## config.mk

```make
export PLATFORM = sky130hd
export DESIGN_NAME = laundromat_scheduler
export DESIGN_NICKNAME = d
export VERILOG_FILES = /design/src/rtl/laundromat_pkg.sv /design/src/rtl/wash_req_fifo.sv /design/src/rtl/laundromat_scheduler.sv
export SDC_FILE = /design/constraint.sdc
export NUM_CORES = 1
export LEC_CHECK = 0
export CAP_MARGIN = 20
export CORE_MARGIN = 4
export CORE_UTILIZATION = 56
export CTS_CLUSTER_DIAMETER = 60
export CTS_CLUSTER_SIZE = 14
export DETAILED_ROUTE_END_ITERATION = 7
export MAX_ROUTING_LAYER = met4
export PLACE_DENSITY = 0.81
export SETUP_SLACK_MARGIN = 0.4
export SKIP_CTS_REPAIR_TIMING = 1
export SLEW_MARGIN = 20
export SYNTH_ARGS = -nofsm -noshare
export SYNTH_HDL_FRONTEND = slang
export SYNTH_SLANG_ARGS = --single-unit
```

## constraint.sdc

```tcl
create_clock -name CLK -period 3.55 [get_ports CLK]
set_clock_uncertainty 0.05 [all_clocks]
set_input_delay 0.71 -clock CLK [delete_from_list [all_inputs] [get_ports CLK]]
set_output_delay 0.71 -clock CLK [all_outputs]
set_load 0.02 [all_outputs]
```

## src/rtl/laundromat_pkg.sv

```systemverilog
`default_nettype none
// +------------------------------------------------------------------+
// | Module      : laundromat_pkg                                     |
// | Description : Shared types and default sizes for the laundromat  |
// |               scheduler (slot state encoding, default machine    |
// |               count, request queue depth, served counter width). |
// | Revision    : 1.0 - initial release                              |
// +------------------------------------------------------------------+
package laundromat_pkg;

  localparam int DEF_N_MACH = 4;
  localparam int DEF_QDEPTH = 8;
  localparam int DEF_CNT_W  = 16;

  // Per-machine slot state held by the scheduler.
  typedef enum logic [0:0] {
    SLOT_IDLE = 1'b0,
    SLOT_RUN  = 1'b1
  } slot_state_t;

endpackage : laundromat_pkg
`default_nettype wire

```

## src/rtl/wash_req_fifo.sv

```systemverilog
`default_nettype none
// +------------------------------------------------------------------+
// | Module      : wash_req_fifo                                      |
// | Description : 1-bit wide request queue holding the double_wash   |
// |               flag of each pending customer request.             |
// | Ports       : CLK, rst_n (async active-low)                      |
// |               push/push_data -> enqueue, push_accept reports it  |
// |               pop            -> dequeue head (ignored if empty)  |
// |               head_data, count, full, empty -> status            |
// | Revision    : 1.0 - initial release                              |
// +------------------------------------------------------------------+
module wash_req_fifo #(
  parameter int QDEPTH = 8
) (
  input  logic                         CLK,
  input  logic                         rst_n,
  input  logic                         push,
  input  logic                         push_data,
  input  logic                         pop,
  output logic                         push_accept,
  output logic                         head_data,
  output logic [$clog2(QDEPTH+1)-1:0]  count,
  output logic                         full,
  output logic                         empty
);

  localparam int PTR_W = $clog2(QDEPTH);
  localparam int CW    = $clog2(QDEPTH+1);

  logic [QDEPTH-1:0] mem_q,    mem_d;
  logic [PTR_W-1:0]  wr_ptr_q, wr_ptr_d;
  logic [PTR_W-1:0]  rd_ptr_q, rd_ptr_d;
  logic [CW-1:0]     count_q,  count_d;
  logic              pop_ok;

  assign full        = (count_q == CW'(QDEPTH));
  assign empty       = (count_q == '0);
  assign pop_ok      = pop && !empty;
  // A pop in the same cycle frees the slot the push needs, even when full.
  assign push_accept = push && (!full || pop_ok);
  assign head_data   = mem_q[rd_ptr_q];
  assign count       = count_q;

  always_comb begin
    mem_d    = mem_q;
    wr_ptr_d = wr_ptr_q;
    rd_ptr_d = rd_ptr_q;
    count_d  = count_q;
    if (push_accept) begin
      mem_d[wr_ptr_q] = push_data;
      wr_ptr_d        = wr_ptr_q + PTR_W'(1);
    end
    if (pop_ok) begin
      rd_ptr_d = rd_ptr_q + PTR_W'(1);
    end
    case ({push_accept, pop_ok})
      2'b10:   count_d = count_q + CW'(1);
      2'b01:   count_d = count_q - CW'(1);
      default: count_d = count_q;
    endcase
  end

  always_ff @(posedge CLK or negedge rst_n) begin
    if (!rst_n) begin
      mem_q    <= '0;
      wr_ptr_q <= '0;
      rd_ptr_q <= '0;
      count_q  <= '0;
    end else begin
      mem_q    <= mem_d;
      wr_ptr_q <= wr_ptr_d;
      rd_ptr_q <= rd_ptr_d;
      count_q  <= count_d;
    end
  end

endmodule : wash_req_fifo
`default_nettype wire

```

## src/rtl/laundromat_scheduler.sv

```systemverilog
`default_nettype none
// +------------------------------------------------------------------+
// | Module      : laundromat_scheduler                               |
// | Description : Queues coin requests and dispatches them round-    |
// |               robin to idle washing machines; fans out pause.    |
// | Ports       : CLK, rst_n (async active-low)                      |
// |               coin_in, double_wash, pause_all  <- front end      |
// |               mach_wash_done                   <- machines       |
// |               mach_coin, mach_double_wash,                       |
// |               mach_timer_pause                 -> machines       |
// |               busy_mask, queue_count, queue_full, coin_reject,   |
// |               served_count                     -> status         |
// | Revision    : 1.0 - initial release                              |
// +------------------------------------------------------------------+
module laundromat_scheduler
  import laundromat_pkg::*;
#(
  parameter int N_MACH = DEF_N_MACH,
  parameter int QDEPTH = DEF_QDEPTH,
  parameter int CNT_W  = DEF_CNT_W
) (
  input  logic                         CLK,
  input  logic                         rst_n,
  input  logic                         coin_in,
  input  logic                         double_wash,
  input  logic                         pause_all,
  input  logic [N_MACH-1:0]            mach_wash_done,
  output logic [N_MACH-1:0]            mach_coin,
  output logic [N_MACH-1:0]            mach_double_wash,
  output logic [N_MACH-1:0]            mach_timer_pause,
  output logic [N_MACH-1:0]            busy_mask,
  output logic [$clog2(QDEPTH+1)-1:0]  queue_count,
  output logic                         queue_full,
  output logic                         coin_reject,
  output logic [CNT_W-1:0]             served_count
);

  localparam int IDX_W = $clog2(N_MACH);

  slot_state_t       slot_q [N_MACH];
  slot_state_t       slot_d [N_MACH];
  logic [N_MACH-1:0] done_prev_q;
  logic [N_MACH-1:0] done_rise;
  logic [IDX_W-1:0]  rr_ptr_q,  rr_ptr_d;
  logic [N_MACH-1:0] coin_q,    coin_d;
  logic [N_MACH-1:0] dw_q,      dw_d;
  logic [N_MACH-1:0] pause_q;
  logic              reject_q,  reject_d;
  logic [CNT_W-1:0]  served_q,  served_d;

  logic              fifo_head;
  logic              fifo_empty;
  logic              push_accept;
  logic              dispatch;
  logic              pick_valid;
  logic [IDX_W-1:0]  pick_idx;
  int                cand;
  int                nxt;

  wash_req_fifo #(.QDEPTH(QDEPTH)) u_fifo (
    .CLK         (CLK),
    .rst_n       (rst_n),
    .push        (coin_in),
    .push_data   (double_wash),
    .pop         (dispatch),
    .push_accept (push_accept),
    .head_data   (fifo_head),
    .count       (queue_count),
    .full        (queue_full),
    .empty       (fifo_empty)
  );

  // A slot is freed only by a fresh 0->1 of its done level.
  assign done_rise = mach_wash_done & ~done_prev_q;

  // Round-robin pick: scan offsets from high to low so the lowest
  // offset from rr_ptr that is idle is the one left in pick_idx.
  always_comb begin
    pick_valid = 1'b0;
    pick_idx   = '0;
    cand       = 0;
    for (int k = N_MACH - 1; k >= 0; k--) begin
      cand = int'(rr_ptr_q) + k;
      if (cand >= N_MACH) cand = cand - N_MACH;
      if (slot_q[IDX_W'(cand)] == SLOT_IDLE) begin
        pick_valid = 1'b1;
        pick_idx   = IDX_W'(cand);
      end
    end
  end

  assign dispatch = pick_valid && !fifo_empty;

  // Slot FSM state register.
  always_ff @(posedge CLK or negedge rst_n) begin
    if (!rst_n) begin
      for (int i = 0; i < N_MACH; i++) slot_q[i] <= SLOT_IDLE;
    end else begin
      for (int i = 0; i < N_MACH; i++) slot_q[i] <= slot_d[i];
    end
  end

  // Slot FSM next state.
  always_comb begin
    for (int i = 0; i < N_MACH; i++) begin
      slot_d[i] = slot_q[i];
      case (slot_q[i])
        SLOT_IDLE: if (dispatch && pick_idx == IDX_W'(i)) slot_d[i] = SLOT_RUN;
        SLOT_RUN:  if (done_rise[i])                      slot_d[i] = SLOT_IDLE;
        default:   slot_d[i] = SLOT_IDLE;
      endcase
    end
  end

  // Slot FSM outputs.
  always_comb begin
    busy_mask = '0;
    for (int i = 0; i < N_MACH; i++) busy_mask[i] = (slot_q[i] == SLOT_RUN);
  end

  // Dispatch datapath next values.
  always_comb begin
    coin_d   = '0;
    dw_d     = dw_q;
    rr_ptr_d = rr_ptr_q;
    served_d = served_q;
    reject_d = coin_in && !push_accept;
    nxt      = 0;
    for (int i = 0; i < N_MACH; i++) begin
      if (slot_q[i] == SLOT_RUN && done_rise[i]) dw_d[i] = 1'b0;
    end
    if (dispatch) begin
      coin_d[pick_idx] = 1'b1;
      dw_d[pick_idx]   = fifo_head;
      served_d         = served_q + CNT_W'(1);
      nxt              = int'(pick_idx) + 1;
      if (nxt == N_MACH) nxt = 0;
      rr_ptr_d = IDX_W'(nxt);
    end
  end

  always_ff @(posedge CLK or negedge rst_n) begin
    if (!rst_n) begin
      done_prev_q <= '0;
      rr_ptr_q    <= '0;
      coin_q      <= '0;
      dw_q        <= '0;
      pause_q     <= '0;
      reject_q    <= 1'b0;
      served_q    <= '0;
    end else begin
      done_prev_q <= mach_wash_done;
      rr_ptr_q    <= rr_ptr_d;
      coin_q      <= coin_d;
      dw_q        <= dw_d;
      pause_q     <= {N_MACH{pause_all}};
      reject_q    <= reject_d;
      served_q    <= served_d;
    end
  end

  assign mach_coin        = coin_q;
  assign mach_double_wash = dw_q;
  assign mach_timer_pause = pause_q;
  assign coin_reject      = reject_q;
  assign served_count     = served_q;

endmodule : laundromat_scheduler
`default_nettype wire

```

==> results.yml <==
clock_tree:
  insertion_delay_ns: 0.30
  cts_tree: "built"
  clk_pin_slew_ns: 0.09
  clock-root-buffer: "clkbuf_8"
  numCtsBuffers: 5
  cts_num_sinks: 54
  clockBufferDepth: 2
  htree_levels: 2
power:
  vdd_drop_max_v: 0.000536
  p_per_area_nw_per_um2: 866
  p_leak_nw: 1.36
worst_setup_path:
  path_cells: "and4_1, nand3_1, nand2_1, ha_1, ha_1, a21oi_1, o21ai_0, o311ai_0"
  crit_start: "busy_mask[3]"
  worst-path-buf-inv: 0
  cpPeakStageDelay_ns: 0.48
  cp.required_ns: 3.69
  crit_slowest_cell: "dfrtp_1"
  cpMostUsedCell: "ha_1"
  crit_arrival_ns: 2.93
  crit_path_start_kind: "flop"
  crit_path_end_kind: "flop"
  cp_max_fo: 9
  crit_type: "reg2reg"
  r2r-start: "busy_mask[3]"
  crit_family: "simple AND/OR/NAND/NOR gates"
global_routing:
  grt_pass1_vias: 1719
  grt_max_degree: 35
  grt-busiest-layer: "met2"
  grt_util_all_layers_pct: 17.7
  use_met1_pct: 22.0
  met2_usage_pct: 28.4
  grt_use_met3_pct: 4.37
  grt_pass1_wl_um: 8140
  grt_overflow: 0
  grt_antenna_before_repair: 0
drt:
  vias_per_cell: 5.46
  drtAntennaViolNets: 0
  num_vias: 1762
  wire_per_inst_um: 14.6
  dr.pass1.iters: 4
  routed_wl_um: 4720
  drc: 0
  initialDrtViolationCount: 62
floorplan:
  initial_core_util_pct: 59.1
  core-area_sq_um: 4440
  die_width_um: 76.5
  dieHeight_um: 76.5
  die-area_sq_um: 5850
  std_cell_rows: 24
  io_pins: 47
flow_run:
  drv.max_cap_violation_count: 0
timing:
  fin_crit_ns: 2.79
  hold-worst-slack_ns: 0.406
  fin_ws_ns: 0.757
  fin_crit_sh_pct: 78.7
  relSlewSlack_pct: 52.5
  finalMaxSlewViolations: 0
  max_freq_mhz: 358
  grt_setup_unrepaired: "false"
  fin_tns_setup_ns: 0
  worst_pin_slew_ns: 0.712
  hold_viol_final: 0
  setup_viol_count_final: 0
status:
  status: "completed"
yosys:
  netlist_area_sq_um: 2630
  synth_cell_types: 43
  synth_enable_flop_cells: 0
  syn-num-nets: 244
  async_flop_share_pct: 100
  synth.ff_latch_count: 54
  synth_top_area_share_pct: 51.4
  post_synth.cell_area_avg_sq_um: 11.7
  synth_top_area_cell: "dfrtp_1"
  synth_area_leaders: "dfrtp_1, ha_1, xnor2_1"
  synth_ff_type: "dfrtp_1"
  ys_seq_area_share_pct: 51.4
  synth-warning-count: 0
  synthCells: 224
placed_design:
  portBuffers: 46
  preCtsSetupSlack_ns: 0.727
  gp_congestion: 0.825
  dpl.hpwl_um: 3550
finish:
  fill_cells: 336
  area_growth_pct: 21.2
  drive_gt1_share_pct: 11.4
  postLayoutCoreUtil_pct: 71.7
  n_antenna_cell: 0
  final_net_count: 291
min_path:
  holdCritPathClass: "in2async"
flip-flops by register name (all words and copies together), names as in the netlist:
register	cells
mach_timer_pause	1
served_count	16
u_fifo.mem_q	8
mach_double_wash	4
u_fifo.wr_ptr_q	3
mach_coin	4
busy_mask	4
u_fifo.count	4
coin_reject	1
done_prev_q	4
rr_ptr_q	2
u_fifo.rd_ptr_q	3
routing by layer:
layer / share of wire (%) / routed length [um]
met1: 47 / 2200
met2: 48 / 2240
met3: 4.4 / 208
met4: 1.5 / 70
met5: 0 / 0
worst paths after layout:
check / to / slack [ns] / cells past startpoint
min in group CLK: served_count[15] / 0.43 / 1
worst min register to register: served_count[15] / 0.43 / 1
max in group asynchronous: u_fifo.rd_ptr_q[0] / 2.29 / 2
worst max register to register: u_fifo.count[3] / 0.76 / 8
worst min-delay path: served_count[14] / 0.41 / 1
worst max-delay path: u_fifo.count[3] / 0.76 / 8
stage by stage:
stage               cell area [sq um]  power [mW]  std cells
floorplan                        2630        1.99        224
finish                           3190        2.76        323
global placement                 3110        2.42        316
CTS                              3190        2.79        323
global route                     3190        2.98        323
detailed placement               3110        2.46        316
worst register-to-register path, cell delays in order (launching register included):
cell	delay (ns)
dfrtp_1	0.48
and4_1	0.45
nand3_1	0.25
nand2_1	0.20
ha_1	0.32
ha_1	0.28
a21oi_1	0.20
o21ai_0	0.13
o311ai_0	0.32
layout make-up:
cell class	instances	area (sq um)	share of cell area (%)
sequential	54	1350	42.4
timing repair buffer	48	470	14.8
inverter	13	48.8	1.53
clock buffer	5	68.8	2.16
multi-input combinational	149	1170	36.8
tap	52	65.1	2.04
clock inverter	2	10.0	0.314
cell families after synthesis:
group	share of synthesized area (%)
DFF	51.4
AOI/OAI and AO/OA	3.62
adders and majority gates	5.52
xor gates and xnor gates	7.00
buffers and inverters	4.00
muxes	9.57
and+or+nand+nor	18.9
synth_stat cells, types with 2 or more instances:
cell type,n
inv_1,13
mux2_2,10
a21oi_1,2
nand4_1,5
buf_1,2
mux2_1,3
nand3b_1,5
nor2_1,5
and4_1,4
ha_1,10
nand3_1,7
nor4b_2,2
xnor2_1,14
buf_4,3
nor3_1,3
buf_6,2
xor2_1,7
o21ai_0,12
mux2i_1,6
nor4_1,2
nand2b_1,2
mux4_2,2
nand2_1,24
dfrtp_1,54
nand4b_1,3
and2_1,5
where the power goes:
part           total (mW)  switching (mW)  internal [mW]
Combinational        1.32           0.652          0.672
Sequential           1.12           0.268          0.851
Clock               0.316           0.183          0.133
Total                2.76            1.10           1.66
layout by cell type, fill, tap and decap left out, drive strengths merged, types with 2 or more instances in the layout:
cell	n
nand3b	5
nand2b	2
nor3	5
nand4	5
buf	3
and2	6
nor2	6
clkbuf	5
ha	10
mux2i	6
a21oi	2
mux4	2
clkinv	2
nor4b	3
o21ai	12
mux2	13
clkdlybuf4s50	45
xor2	7
nor4	4
nand4b	3
nand3	7
dfrtp	54
inv	13
and4	4
xnor2	14
nand2	24
and3	2
Power figures use the tool's default switching activity.
